[src/rtl/reg_share_pkg.sv]
// Shared types and the round-robin pick helper for the shared-register arbiter.
// Combinational helpers only; no state lives here.
package reg_share_pkg;

    localparam int RS_N_DEF     = 4;
    localparam int RS_WIDTH_DEF = 8;
    localparam int RS_MAX_N     = 32;
    localparam int RS_IDX_W     = 5;

    typedef enum logic [0:0] {
        FREE   = 1'b0,
        LOCKED = 1'b1
    } state_e;

    typedef struct packed {
        logic                found;
        logic [RS_IDX_W-1:0] idx;
    } pick_t;

    // First set bit at or after ptr, wrapping at n rather than at RS_MAX_N.
    function automatic pick_t rr_pick(input logic [RS_MAX_N-1:0] req,
                                      input logic [RS_IDX_W-1:0] ptr,
                                      input int n);
        pick_t p;
        int    j;
        p = '0;
        for (int k = 0; k < RS_MAX_N; k++) begin
            if (k < n && !p.found) begin
                j = int'(ptr) + k;
                if (j >= n) j = j - n;
                if (req[RS_IDX_W'(j)]) begin
                    p.found = 1'b1;
                    p.idx   = RS_IDX_W'(j);
                end
            end
        end
        return p;
    endfunction

endpackage

[src/rtl/shared_reg.sv]
// WIDTH-bit storage built bit by bit; synchronous clear beats enable.
// Latency 1 edge; no backpressure.
module shared_reg
    import reg_share_pkg::*;
#(
    parameter int WIDTH = RS_WIDTH_DEF
) (
    input  logic             clk,
    input  logic             Re,
    input  logic             i_clr,
    input  logic             i_en,
    input  logic [WIDTH-1:0] i_d,
    output logic [WIDTH-1:0] o_q
);

    for (genvar b = 0; b < WIDTH; b++) begin : g_bit
        logic r_bit;

        always_ff @(posedge clk or negedge Re) begin
            if (!Re) begin
                r_bit <= 1'b0;
            end else if (i_clr) begin
                r_bit <= 1'b0;
            end else if (i_en) begin
                r_bit <= i_d[b];
            end
        end

        assign o_q[b] = r_bit;
    end

endmodule

[src/rtl/reg_share_arbiter.sv]
// Round-robin arbiter with burst lock and global clear in front of one shared register.
// Latency 1 edge; no backpressure, losing requesters hold req until they see their gnt bit.
module reg_share_arbiter
    import reg_share_pkg::*;
#(
    parameter  int N     = RS_N_DEF,
    parameter  int WIDTH = RS_WIDTH_DEF,
    localparam int IDW   = $clog2(N)
) (
    input  logic               clk,
    input  logic               Re,
    input  logic [N-1:0]       req,
    input  logic [N*WIDTH-1:0] wdata,
    input  logic [N-1:0]       lock,
    input  logic               clr_req,
    output logic [WIDTH-1:0]   q,
    output logic [N-1:0]       gnt,
    output logic [IDW-1:0]     owner,
    output logic               locked,
    output logic               upd,
    output logic               clr_ack
);

    state_e           r_state;
    logic [N-1:0]     r_gnt;
    logic [IDW-1:0]   r_owner;
    logic [IDW-1:0]   r_ptr;
    logic             r_upd;
    logic             r_clr_ack;

    logic [N-1:0]     w_elig;
    pick_t            w_pick;
    logic [IDW-1:0]   w_win;
    logic             w_write;
    logic [IDW-1:0]   w_ptr_nxt;
    logic [WIDTH-1:0] w_din;

    // While locked only the owner may write; everyone else stalls.
    always_comb begin
        w_elig = req;
        if (r_state == LOCKED) begin
            w_elig = req & (N'(1) << r_owner);
        end
    end

    assign w_pick    = rr_pick(RS_MAX_N'(w_elig), RS_IDX_W'(r_ptr), N);
    assign w_win     = w_pick.idx[IDW-1:0];
    assign w_write   = w_pick.found & ~clr_req;
    assign w_ptr_nxt = (w_win == IDW'(N - 1)) ? '0 : w_win + IDW'(1);
    assign w_din     = wdata[w_win*WIDTH +: WIDTH];

    always_ff @(posedge clk or negedge Re) begin
        if (!Re) begin
            r_state   <= FREE;
            r_gnt     <= '0;
            r_owner   <= '0;
            r_ptr     <= '0;
            r_upd     <= 1'b0;
            r_clr_ack <= 1'b0;
        end else if (clr_req) begin
            r_state   <= FREE;
            r_gnt     <= '0;
            r_upd     <= 1'b0;
            r_clr_ack <= 1'b1;
        end else if (w_pick.found) begin
            r_state   <= lock[w_win] ? LOCKED : FREE;
            r_gnt     <= N'(1) << w_win;
            r_owner   <= w_win;
            r_ptr     <= w_ptr_nxt;
            r_upd     <= 1'b1;
            r_clr_ack <= 1'b0;
        end else begin
            r_gnt     <= '0;
            r_upd     <= 1'b0;
            r_clr_ack <= 1'b0;
            if (r_state == LOCKED && !lock[r_owner]) begin
                r_state <= FREE;
            end
        end
    end

    shared_reg #(.WIDTH(WIDTH)) u_shared_reg (
        .clk   (clk),
        .Re    (Re),
        .i_clr (clr_req),
        .i_en  (w_write),
        .i_d   (w_din),
        .o_q   (q)
    );

    assign gnt     = r_gnt;
    assign owner   = r_owner;
    assign locked  = (r_state == LOCKED);
    assign upd     = r_upd;
    assign clr_ack = r_clr_ack;

endmodule

[config.mk]
export PLATFORM = sky130hd
export DESIGN_NAME = reg_share_arbiter
export DESIGN_NICKNAME = d
export VERILOG_FILES = /design/src/rtl/reg_share_pkg.sv /design/src/rtl/shared_reg.sv /design/src/rtl/reg_share_arbiter.sv
export SDC_FILE = /design/constraint.sdc
export NUM_CORES = 1
export LEC_CHECK = 0
export BUFFER_PORTS_ARGS = -buffer_cell sky130_fd_sc_hd__buf_2
export CORE_MARGIN = 1.5
export CORE_UTILIZATION = 44
export DETAILED_ROUTE_END_ITERATION = 10
export PLACE_DENSITY = 0.77
export SLEW_MARGIN = 15
export SYNTH_ARGS = -nofsm -noshare
export SYNTH_HDL_FRONTEND = slang
export SYNTH_HIERARCHICAL = 1
export SYNTH_SLANG_ARGS = --single-unit
export TNS_END_PERCENT = 5
[constraint.sdc]
create_clock -name clk -period 2.58 [get_ports clk]
set_input_delay 0.645 -clock clk [delete_from_list [all_inputs] [get_ports clk]]
set_output_delay 0.645 -clock clk [all_outputs]
set_load 0.02 [all_outputs]
==> impl_metrics.tcl <==
set metrics [dict create \
    r2r-end "u_shared_reg/g_bit[2].r_bit" \
    worst_slack_ps 27.2 \
    seq_power_share_pct 15.6 \
    synth-seq-area-share_pct 31.6 \
    synthToLayoutAreaGrowth_pct 32.7 \
    reg2reg_depth 10 \
    reg2reg_from "owner[0]" \
    synth-edff-count 0 \
    drt_wl_total_mm 3.60 \
    cp_max_fo 6 \
    core-area_mm2 0.00331 \
    yosys_warnings 6 \
    dp.cells 258 \
    syn_inst 149 \
    final_core_util_pct 60.4 \
    grtUsageMet3_pct 4.20 \
    place_hpwl_mm 2.58 \
    firstDrtPassIters 4 \
    status "finished clean" \
    drive_gt1_share_pct 44.3 \
    grt_setup_unrepaired "true" \
    port_buffers 59 \
    cts_sinks 19 \
    rows 21 \
    ant_nets 0 \
    cts_max_level 1 \
    via_count 1328 \
    syn_area_mm2 0.00151 \
    combPwrFrac_pct 79.7 \
    p_per_area_mw_per_mm2 1580 \
    intPower_w 0.00175 \
    via_per_inst 4.97 \
    antenna_found_initial 0 \
    hold_viol 0 \
    gp_congestion 0.798 \
    cpMaxStageDelayCell "mux4_2" \
    antenna_cells 0 \
    pin_count 60 \
    critical-path-top-delay-family "multiplexers" \
    grt_use_met1_pct 25.5 \
    worstMarginPinSlew_ps 421 \
    fin_setup_tns_ps 0 \
    power_switching_w 0.00141 \
    final_cells 267 \
    crit_path_end_kind "flip-flop" \
    worstPathRequired_ps 2760 \
    grt_pass1_vias 1142 \
    synth.net_count 198 \
    grt.busiest_layer "met2" \
    max_freq_mhz 392 \
    setup_violations 0 \
    reg2reg_slack_ps 30 \
    fin_crit_sh_pct 98.9 \
    syn_avg_cell_area_um2 10.1 \
    netlist_top_cells_area "dfrtp_1, mux2i_1, ha_1, buf_4, nor2_1" \
    min_path_type "in2async" \
    grt_util_met2_pct 31.9 \
    fin_crit_ps 2550 \
    critical-path-max-stage-delay_ps 520 \
    wl_per_cell_um 13.5 \
    start_kind "flip-flop" \
    die_h_um 61.5 \
    die_w_um 61.5 \
    cts_tree "yes" \
    p_leak_nw 1.09 \
    synthFlopType "dfrtp_1" \
    clockBufferDepth 2 \
    clkSlewWorstSetupHoldPaths_ps 100 \
    path_cells "a21bo_1 -> and2_1 -> mux4_2 -> o22ai_4 -> mux2_4 -> mux2_4 -> mux2i_1 -> mux2i_1 -> mux2i_1 -> nor2_1" \
    track_usage_pct 18.9 \
    cts_root_buffer "clkbuf_4" \
    clock_latency_ps 300 \
    pre_cts_ws_ps -163 \
    drtIter0Drc 20 \
    irDropWorstVdd_mv 0.712 \
    synth_async_sr_flop_share_pct 100 \
    grt_max_degree 20 \
    critical_path.most_common_cell "mux2i_1" \
    synth_top_area_cell "dfrtp_1" \
    synth_common_cells "mux2i_1, dfrtp_1, nor2_1, nand2_1" \
    worst-setup-path-type "reg2reg" \
    cts_buffers 3 \
    initial_core_util_pct 45.5 \
    nets 271 \
    synth_top_area_share_pct 31.6 \
    maxCapViolations 0 \
    synth_cell_type_count 38 \
    ys_ff_latch 19 \
    grt_first_pass_wirelength_mm 5.30 \
    skew_ps 4.38 \
    clkPwrFrac_pct 4.7 \
    grt-ovfl-total 0 \
    path_buf_inv 0 \
    yosysMostFrequentCell "mux2i_1" \
    p_total_w 0.00316 \
    drv_slew 0 \
    dieArea_mm2 0.00378 \
    cp.arrival_ps 2740 \
    relSlewSlack_pct 71.9 \
    drc 0 \
    switching_share_pct 44.7 \
]
## cell usage in the layout (no fill, tap or decap), types with 3 or more instances in the layout
cell	Yosys	final
mux2i_1	37	37
ha_1	6	6
buf_2	2	59
and2_1	5	6
buf_4	8	20
inv_1	5	5
dfrtp_1	19	19
nor2_1	14	14
mux2_4	2	4
clkbuf_4	0	3
o21ai_1	8	8
nand2_1	9	9
## state kept, by name (all words and copies together), names as in the netlist
register and cells:
u_shared_reg/g_bit.r_bit 8, r_ptr 2, clr_ack 1, locked 1, gnt 4, upd 1
owner 2
## worst max-delay path by stage
| stage | start | depth (start not counted) | endpoint |
|---|---|---|---|
| after global routing | owner[0] | 10 | u_shared_reg/g_bit[2].r_bit |
| after detailed placement | req[3] | 10 | u_shared_reg/g_bit[2].r_bit |
| after CTS | owner[1] | 10 | u_shared_reg/g_bit[2].r_bit |
| after floorplan | owner[0] | 11 | u_shared_reg/g_bit[0].r_bit |
| final | owner[0] | 10 | u_shared_reg/g_bit[2].r_bit |
| after global placement | req[0] | 10 | u_shared_reg/g_bit[2].r_bit |
## cell families (layout without fill, tap and decap cells)
logic type               Yosys count  in the layout  synth area share (%)
flip-flops                        19             19                  31.6
AO/OA/AOI/OAI                     20             20                  8.89
adder cells (fa/ha/maj)            6              6                  4.98
buffers and inverters             21             90                  9.72
multiplexers                      43             46                  32.1
AND/OR/NAND/NOR                   40             40                  12.8
## through the flow
step	hold WS, ps	instance area [um^2]
3_5_place_dp	504	1900
6_report	264	2000
5_1_grt	296	2000
3_3_place_gp	498	1900
4_1_cts	280	1950
2_1_floorplan	349	1510
## power groups by stage
stage	combinational, W	clock [W]	sequential, W
5_1_grt	0.00272	0.000165	0.000513
3_5_place_dp	0.00226	0	0.000502
2_1_floorplan	0.00172	0	0.000558
3_3_place_gp	0.00223	0	0.000502
4_1_cts	0.00233	0.000151	0.000496
6_report	0.00252	0.000149	0.000494
## what timing repair did
action                     in CTS  in global routing
gates cloned                    1                  2
resized for setup               1                  4
hold buffers                    0                  0
setup endpoints to repair       8                  9
pin swaps                       0                  4
buffers inserted                0                  2
## area by class of cell
cell class,count,area [um^2]
Fill cell,298,1310
Timing Repair Buffer,80,465
Tap cell,46,57.6
Multi-Input combinational cell,112,952
Sequential cell,19,475
Clock buffer,4,26.3
Inverter,6,22.5
## per-layer routing
metal  part of all wire (%)  wire length [um]  vias up
li1                       -                 -      671
met2                     52              1870       32
met4                   0.56                20        0
met1                     43              1560      623
met5                      0                 0        -
met3                    4.0               143        2
Note: power is estimated with default switching activity, not from simulation.
